[src/rtl/multi_push_packer_lane_compactor.sv]
// lane_compactor: packs the valid lanes of a sparse batch into the low lanes,
// preserving lane order, and reports how many lanes were valid.
module lane_compactor #(
   parameter type T     = logic [7:0],
   parameter int  M     = 4,
   localparam int CNT_W = $clog2(M + 1)
) (
   input  logic [M-1:0]     valid,
   input  T                 data [M],
   output T                 packed_data [M],
   output logic [CNT_W-1:0] cnt
);

   // Running prefix sum of valid bits gives each valid lane its destination slot.
   always_comb begin
      logic [CNT_W-1:0] pos;
      pos = '0;
      for (int i = 0; i < M; i++) begin
         packed_data[i] = '0;
      end
      for (int i = 0; i < M; i++) begin
         if (valid[i]) begin
            packed_data[pos] = data[i];
            pos = pos + CNT_W'(1);
         end
      end
      cnt = pos;
   end

endmodule

[src/rtl/multi_push_packer.sv]
// multi_push_packer: compacts sparse input batches and feeds them, oldest first,
// into a multi-push FIFO. Optional zero-latency path: MULTI_PUSH_PACKER_BYPASS_EN.
module multi_push_packer #(
   parameter type T     = logic [7:0],
   parameter int  M     = 4,
   localparam int CNT_W = $clog2(M + 1)
) (
   input  logic             clk,
   input  logic             rst_n,
   input  logic [M-1:0]     in_valid,
   input  T                 in_data [M],
   output logic             in_ready,
   input  logic             clear,
   output logic [M-1:0]     push,
   output T                 datain [M],
   input  logic             fifo_full,
   input  logic [M-1:1]     fifo_almost_full,
   output logic [CNT_W-1:0] hold_cnt
);

   T                 hold [M];
   T                 packed_data [M];
   T                 src [M];
   T                 shifted [M];
   logic [CNT_W-1:0] pack_cnt;
   logic [CNT_W-1:0] src_cnt;
   logic [CNT_W-1:0] free;
   logic [CNT_W-1:0] grant;
   logic             bypass;
   logic             accept;

   lane_compactor #(.T(T), .M(M)) u_compactor (
      .valid       (in_valid),
      .data        (in_data),
      .packed_data (packed_data),
      .cnt         (pack_cnt)
   );

`ifdef MULTI_PUSH_PACKER_BYPASS_EN
   assign bypass = (hold_cnt == '0) && (|in_valid);
`else
   assign bypass = 1'b0;
`endif

   // Room in the FIFO: lowest asserted almost_full index wins, full overrides all.
   always_comb begin
      free = CNT_W'(M);
      for (int i = M - 1; i >= 1; i--) begin
         if (fifo_almost_full[i]) free = CNT_W'(i);
      end
      if (fifo_full) free = '0;
   end

   always_comb begin
      src_cnt = bypass ? pack_cnt : hold_cnt;
      for (int k = 0; k < M; k++) begin
         src[k] = bypass ? packed_data[k] : hold[k];
      end
      grant = (src_cnt < free) ? src_cnt : free;
      for (int k = 0; k < M; k++) begin
         push[k]   = (int'(grant) > k);
         datain[k] = src[k];
      end
   end

   // An empty buffer always accepts; otherwise only when the residue fully drains now.
   assign in_ready = (hold_cnt == '0) || (grant == hold_cnt);
   assign accept   = (|in_valid) && in_ready;

   always_comb begin
      for (int k = 0; k < M; k++) begin
         shifted[k] = src[k];
         if (k + int'(grant) < M) shifted[k] = src[k + int'(grant)];
      end
   end

   always_ff @(posedge clk or negedge rst_n) begin
      if (!rst_n) begin
         hold_cnt <= '0;
         for (int k = 0; k < M; k++) hold[k] <= '0;
      end else if (clear) begin
         hold_cnt <= '0;
      end else if (accept && !bypass) begin
         hold     <= packed_data;
         hold_cnt <= pack_cnt;
      end else begin
         hold     <= shifted;
         hold_cnt <= src_cnt - grant;
      end
   end

endmodule

[config.mk]
export PLATFORM = sky130hd
export DESIGN_NAME = multi_push_packer
export DESIGN_NICKNAME = d
export VERILOG_FILES = /design/src/rtl/multi_push_packer_lane_compactor.sv /design/src/rtl/multi_push_packer.sv
export SDC_FILE = /design/constraint.sdc
export NUM_CORES = 1
export LEC_CHECK = 0
export CAP_MARGIN = 20
export CORE_MARGIN = 3
export CORE_UTILIZATION = 49
export CTS_BUF_LIST = sky130_fd_sc_hd__clkbuf_16
export DETAILED_ROUTE_END_ITERATION = 8
export MAX_ROUTING_LAYER = met4
export PLACE_DENSITY = 0.79
export SLEW_MARGIN = 20
export SYNTH_ARGS = -nofsm -noshare
export SYNTH_HDL_FRONTEND = slang
export SYNTH_SLANG_ARGS = --single-unit
[constraint.sdc]
create_clock -name clk -period 4.25 [get_ports clk]
set_input_delay 0.85 -clock clk [delete_from_list [all_inputs] [get_ports clk]]
set_output_delay 0.85 -clock clk [all_outputs]
set_load 0.05 [all_outputs]
# Word-level counts from Yosys, hierarchy flattened
# Cells that the tools add are included.
# classes
n_addsub,7
magnitude_cmp,19
eq_ne,1
muxes,41
n_bitwise,8
n_reduce_logical,15
# op_table
op,count
$ge A32 B3 Y1 const B,4
$mux W32,4
$mux W8,16
$bwmux W32,3
$lt A32 B4 Y1 const B,3
$not A4 Y32,3
$bmux W8 S2,4
$demux W8 S2,3
$not A3 Y32,1
$mux W3,10
$ge A4 B3 Y1 const B,3
$lt A4 B1 Y1 const B,3
$add A2 B3 Y4 const A,2
$not A3 Y4,2
$reduce_and A2 Y1,4
$reduce_bool A2 Y1,4
$add A3 B1 Y3 const B,2
$gt A3 B1 Y1 const B,2
$gt A3 B2 Y1 const B,2
$add A1 B3 Y4 const A,1
$logic_and A1 B1 Y1,4
$not A1 Y4,1
$reduce_or A4 Y1,1
$eq A3 B3 Y1,1
8 further kinds,8
# word_totals
register_bits,35

# Longest topological paths before layout
# logic_depth
word_depth,13
mapped_depth,17
depth_no_buf,14

# Cells and area by module
# From an unflattened synthesis, not the netlist that was laid out.
# hier_totals
hier_cells,428
hier_area_um2,4351.7
# modules_own_cells
module,instances,cells_each,area_per_inst_um2
multi_push_packer,1,301,3315.7
lane_compactor,1,127,1036.0

# Worst setup path before layout
# Ideal clock, no wire load.
# synth_path
kind,input to output
start,input port fifo_almost_full[1] (netlist bit)
end,output port in_ready
arrival_time_ns,3.583
path_slack_ns,-0.183
path_stages,13
path_cell_list,or2_4 > nor2_2 > inv_2 > ha_1 > o21ai_1 > nand3b_1 > nand2_1 > clkbuf_1 > ha_1 > inv_1 > nor3_1 > a211oi_2 > nand2_1
# synth_via
elab_chain_len,6
# synth_lines
item,line,text
"start, declared",multi_push_packer.sv:17,"input logic [M-1:1] fifo_almost_full,"
$mux W3 *,multi_push_packer.sv:49,if (fifo_almost_full[i]) free = CNT_W'(i);
$mux W3 *,multi_push_packer.sv:51,if (fifo_full) free = '0;
$lt A3 B3 Y1,multi_push_packer.sv:59,grant = (src_cnt < free) ? src_cnt : free;
$mux W3 *,multi_push_packer.sv:59,
$eq A3 B3 Y1 *,multi_push_packer.sv:67,assign in_ready = (hold_cnt == '0) || (grant == hold_cnt);
$logic_or A1 B1 Y1 *,multi_push_packer.sv:67,
"end, declared",multi_push_packer.sv:12,"output logic in_ready,"
# Every way passes the cells marked *; elsewhere a longest branch is shown, timed or not.

# Worst setup path after layout
# layout_path
start,input port fifo_full
end,output port in_ready
# layout_via
elab_chain_len,5
# layout_lines
item,line,text
"start, declared",multi_push_packer.sv:16,"input logic fifo_full,"
$mux W3 *,multi_push_packer.sv:51,
$lt A3 B3 Y1,multi_push_packer.sv:59,
$mux W3 *,multi_push_packer.sv:59,
$eq A3 B3 Y1 *,multi_push_packer.sv:67,
$logic_or A1 B1 Y1 *,multi_push_packer.sv:67,
# Marks and branches as above.

==> results.toml <==
[run_status]
status = "completed"

[cts]
cts_tree = "done"
clock_sinks = 35
htreeDepth = 2
clk_pin_slew_ns = 0.06
ctsHoldBuffers = 0
clockBufferDepth = 2
cts_made_buffers = 5
root_buffer = "clkbuf_16"
clk_latency_ns = 0.28

[drt]
dr_total_vias = 5446
drt_pass1_iterations = 6
drt_wl_total_mm = 18.0
drt_iter0_drc = 807
ant_nets = 0
wl_per_cell_um = 23.3
viasPerCell = 7.04
drc_errors = 0

[floorplanning]
io_pins = 83
initial_core_util = 0.521
coreArea_sq_um = 8460
die_area_sq_um = 10200
die_x_um = 101
die_h_um = 101
rows = 33

[logic_synthesis]
synth_top_area_frac = 0.199
postSynthCellCount = 585
synth_edf_count = 0
synth_nets = 646
yosys_warnings = 0
yosys-top-cells-area = "dfrtp_1 (20%), a221oi_1 (6.4%), o211ai_1 (5.6%)"
async_flop_share = 1.00
syn_area_sq_um = 4410
ys_seq_area_frac = 0.199
ys.flop_type = "dfrtp_1"
ys_top_cells_by_count = "nor2_1 (55), nand2_1 (49), nand3_1 (43)"
yosysMostFrequentCell = "nor2_1"
synth.distinct_cells = 59
synth_top_area_cell = "dfrtp_1"
synth_seq_cells = 35
synth_area_per_cell_sq_um = 7.54

[placement]
place_congestion = 1.01
io_buffer_count = 82
post-place-ws_ns = -0.176
dpl.cell_count = 764
place_area_sq_um = 5570
dp_hpwl_mm = 13.3

[sta]
timing.fmax_mhz = 239
worstMarginPinSlew_ns = 0.634
maxSlewViolCount = 0
fin_skew_ns = 0.00951
fin_crit_ns = 4.18
relSlewSlack = 0.576
fin_ws_ns = 0.0692
hold_viol = 0
setup_viol_count_final = 0
period_share = 0.984

[global_route]
grt_overflow = 0
grt_pass1_wl_mm = 27.4
grt_max_degree = 36
gr-usage-all-layers = 0.355
antenna_found_initial = 0
grt_pass1_vias = 4927

[setup_path]
critical_path.max_fanout = 4
end_kind = "output port"
required_ns = 3.40
cp-start-kind = "input pin"
arrival_ns = 3.33
crit_type = "in2out"

[power]
power_density_nw_per_um2 = 899
peakVddDrop_v = 0.000605
power.leakage_uw = 0.00230

[cells_and_area]
final_area_sq_um = 5840
drive_above_1_share = 0.169
utilization = 0.690
fillers = 671
area_delta_synth_final_pct = 32.6
diodes = 0
fin_cells = 774
layout.nets = 730

[run]
max_cap_viol_count = 0

[worst_hold_path]
hold_path.class = "reg2reg"
==> kinds of logic after synthesis <==
kind of cell | share of synthesized area
adders and majority gates | 0.0511
xor gates and xnor gates | 0.00994
and+or+nand+nor | 0.226
DFF | 0.199
AOI/OAI and AO/OA | 0.376
muxes | 0.0693
buffers and inverters | 0.0698
==> power breakdown <==
group / leakage, uW / internal [uW] / switching (uW)
registers: 0.000430 / 496 / 400
logic: 0.00180 / 1630 / 2380
clock network: 0.0000671 / 211 / 137
total: 0.00230 / 2340 / 2920
==> layout by cell type (no fill, tap or decap), types with 9 or more instances in the layout <==
cell type        Yosys  layout
a211o_1             11      11
a211oi_1            11      11
a21oi_1             27      26
a221oi_1            32      32
a22oi_1             16      16
a31oi_1              9       9
and2_1               9       9
buf_4                1      49
clkdlybuf4s50_1      0      77
dfrtp_1             35      35
ha_1                18      15
inv_1               12      12
mux2i_1             10      10
nand2_1             49      46
nand2b_1            11      10
nand3_1             43      43
nor2_1              55      54
nor3_1              20      19
o211ai_1            33      33
o21ai_0             22      22
==> path summary, 6_finish.rpt <==
kind | depth (start not counted) | to | slack [ns] | start
worst max-delay path | 14 | in_ready | 0.07 | fifo_full
worst min-delay path | 2 | datain[14] | 0.65 | datain[14]
worst max register to register | 13 | datain[5] | 1.02 | hold_cnt[1]
worst min register to register | 2 | datain[14] | 0.65 | datain[14]
max in group asynchronous | 2 | datain[25] | 2.90 | rst_n
min in group asynchronous | 2 | datain[2] | 1.01 | rst_n
==> routing by layer <==
metal  track usage  vias to the layer above  routed length, um
li1              -                     2434                  -
met1         0.489                     2539               7030
met2         0.528                      423               8070
met3        0.0830                       50               2350
met4        0.0870                        0                569
met5             -                        -                  0
==> stage by stage <==
stage / power [uW] / hold slack [ns] / setup TNS (ns)
floorplan: 3240 / 0.554 / -0.0978
global placement: 4610 / 0.619 / -2.53
detailed placement: 4670 / 0.630 / -4.58
CTS: 5080 / 0.644 / 0
global route: 5500 / 0.669 / -0.0134
finish: 5250 / 0.654 / 0
==> area by class of cell <==
type / instances / area, sq um / share of cell area
Clock buffer: 5 / 125 / 0.0214
Clock inverter: 2 / 8.76 / 0.00150
Inverter: 18 / 68.8 / 0.0118
Multi-Input combinational cell: 474 / 3330 / 0.570
Sequential cell: 35 / 876 / 0.150
Tap cell: 105 / 131 / 0.0225
Timing Repair Buffer: 135 / 1300 / 0.222
==> registers in the layout, indices dropped and copies added, names as in the netlist <==
name,cells
hold_cnt,3
datain,32
==> worst max-delay path: stages <==
cell	delay [ns]
clkdlybuf4s50_1	0.43
or2_4	0.28
nor2_4	0.09
inv_2	0.06
ha_4	0.17
a211o_1	0.33
o211ai_2	0.09
nand2_2	0.11
ha_4	0.27
inv_1	0.06
nor3_2	0.05
a211oi_2	0.30
nand2_2	0.09
buf_8	0.16
==> repair_timing <==
item	4_1_cts	5_1_grt
setup endpoints to repair	4	18
resized for setup	7	13
pin swaps	3	10
buffers inserted	0	2
cloned	0	0
(Power assumes the default switching activity.)
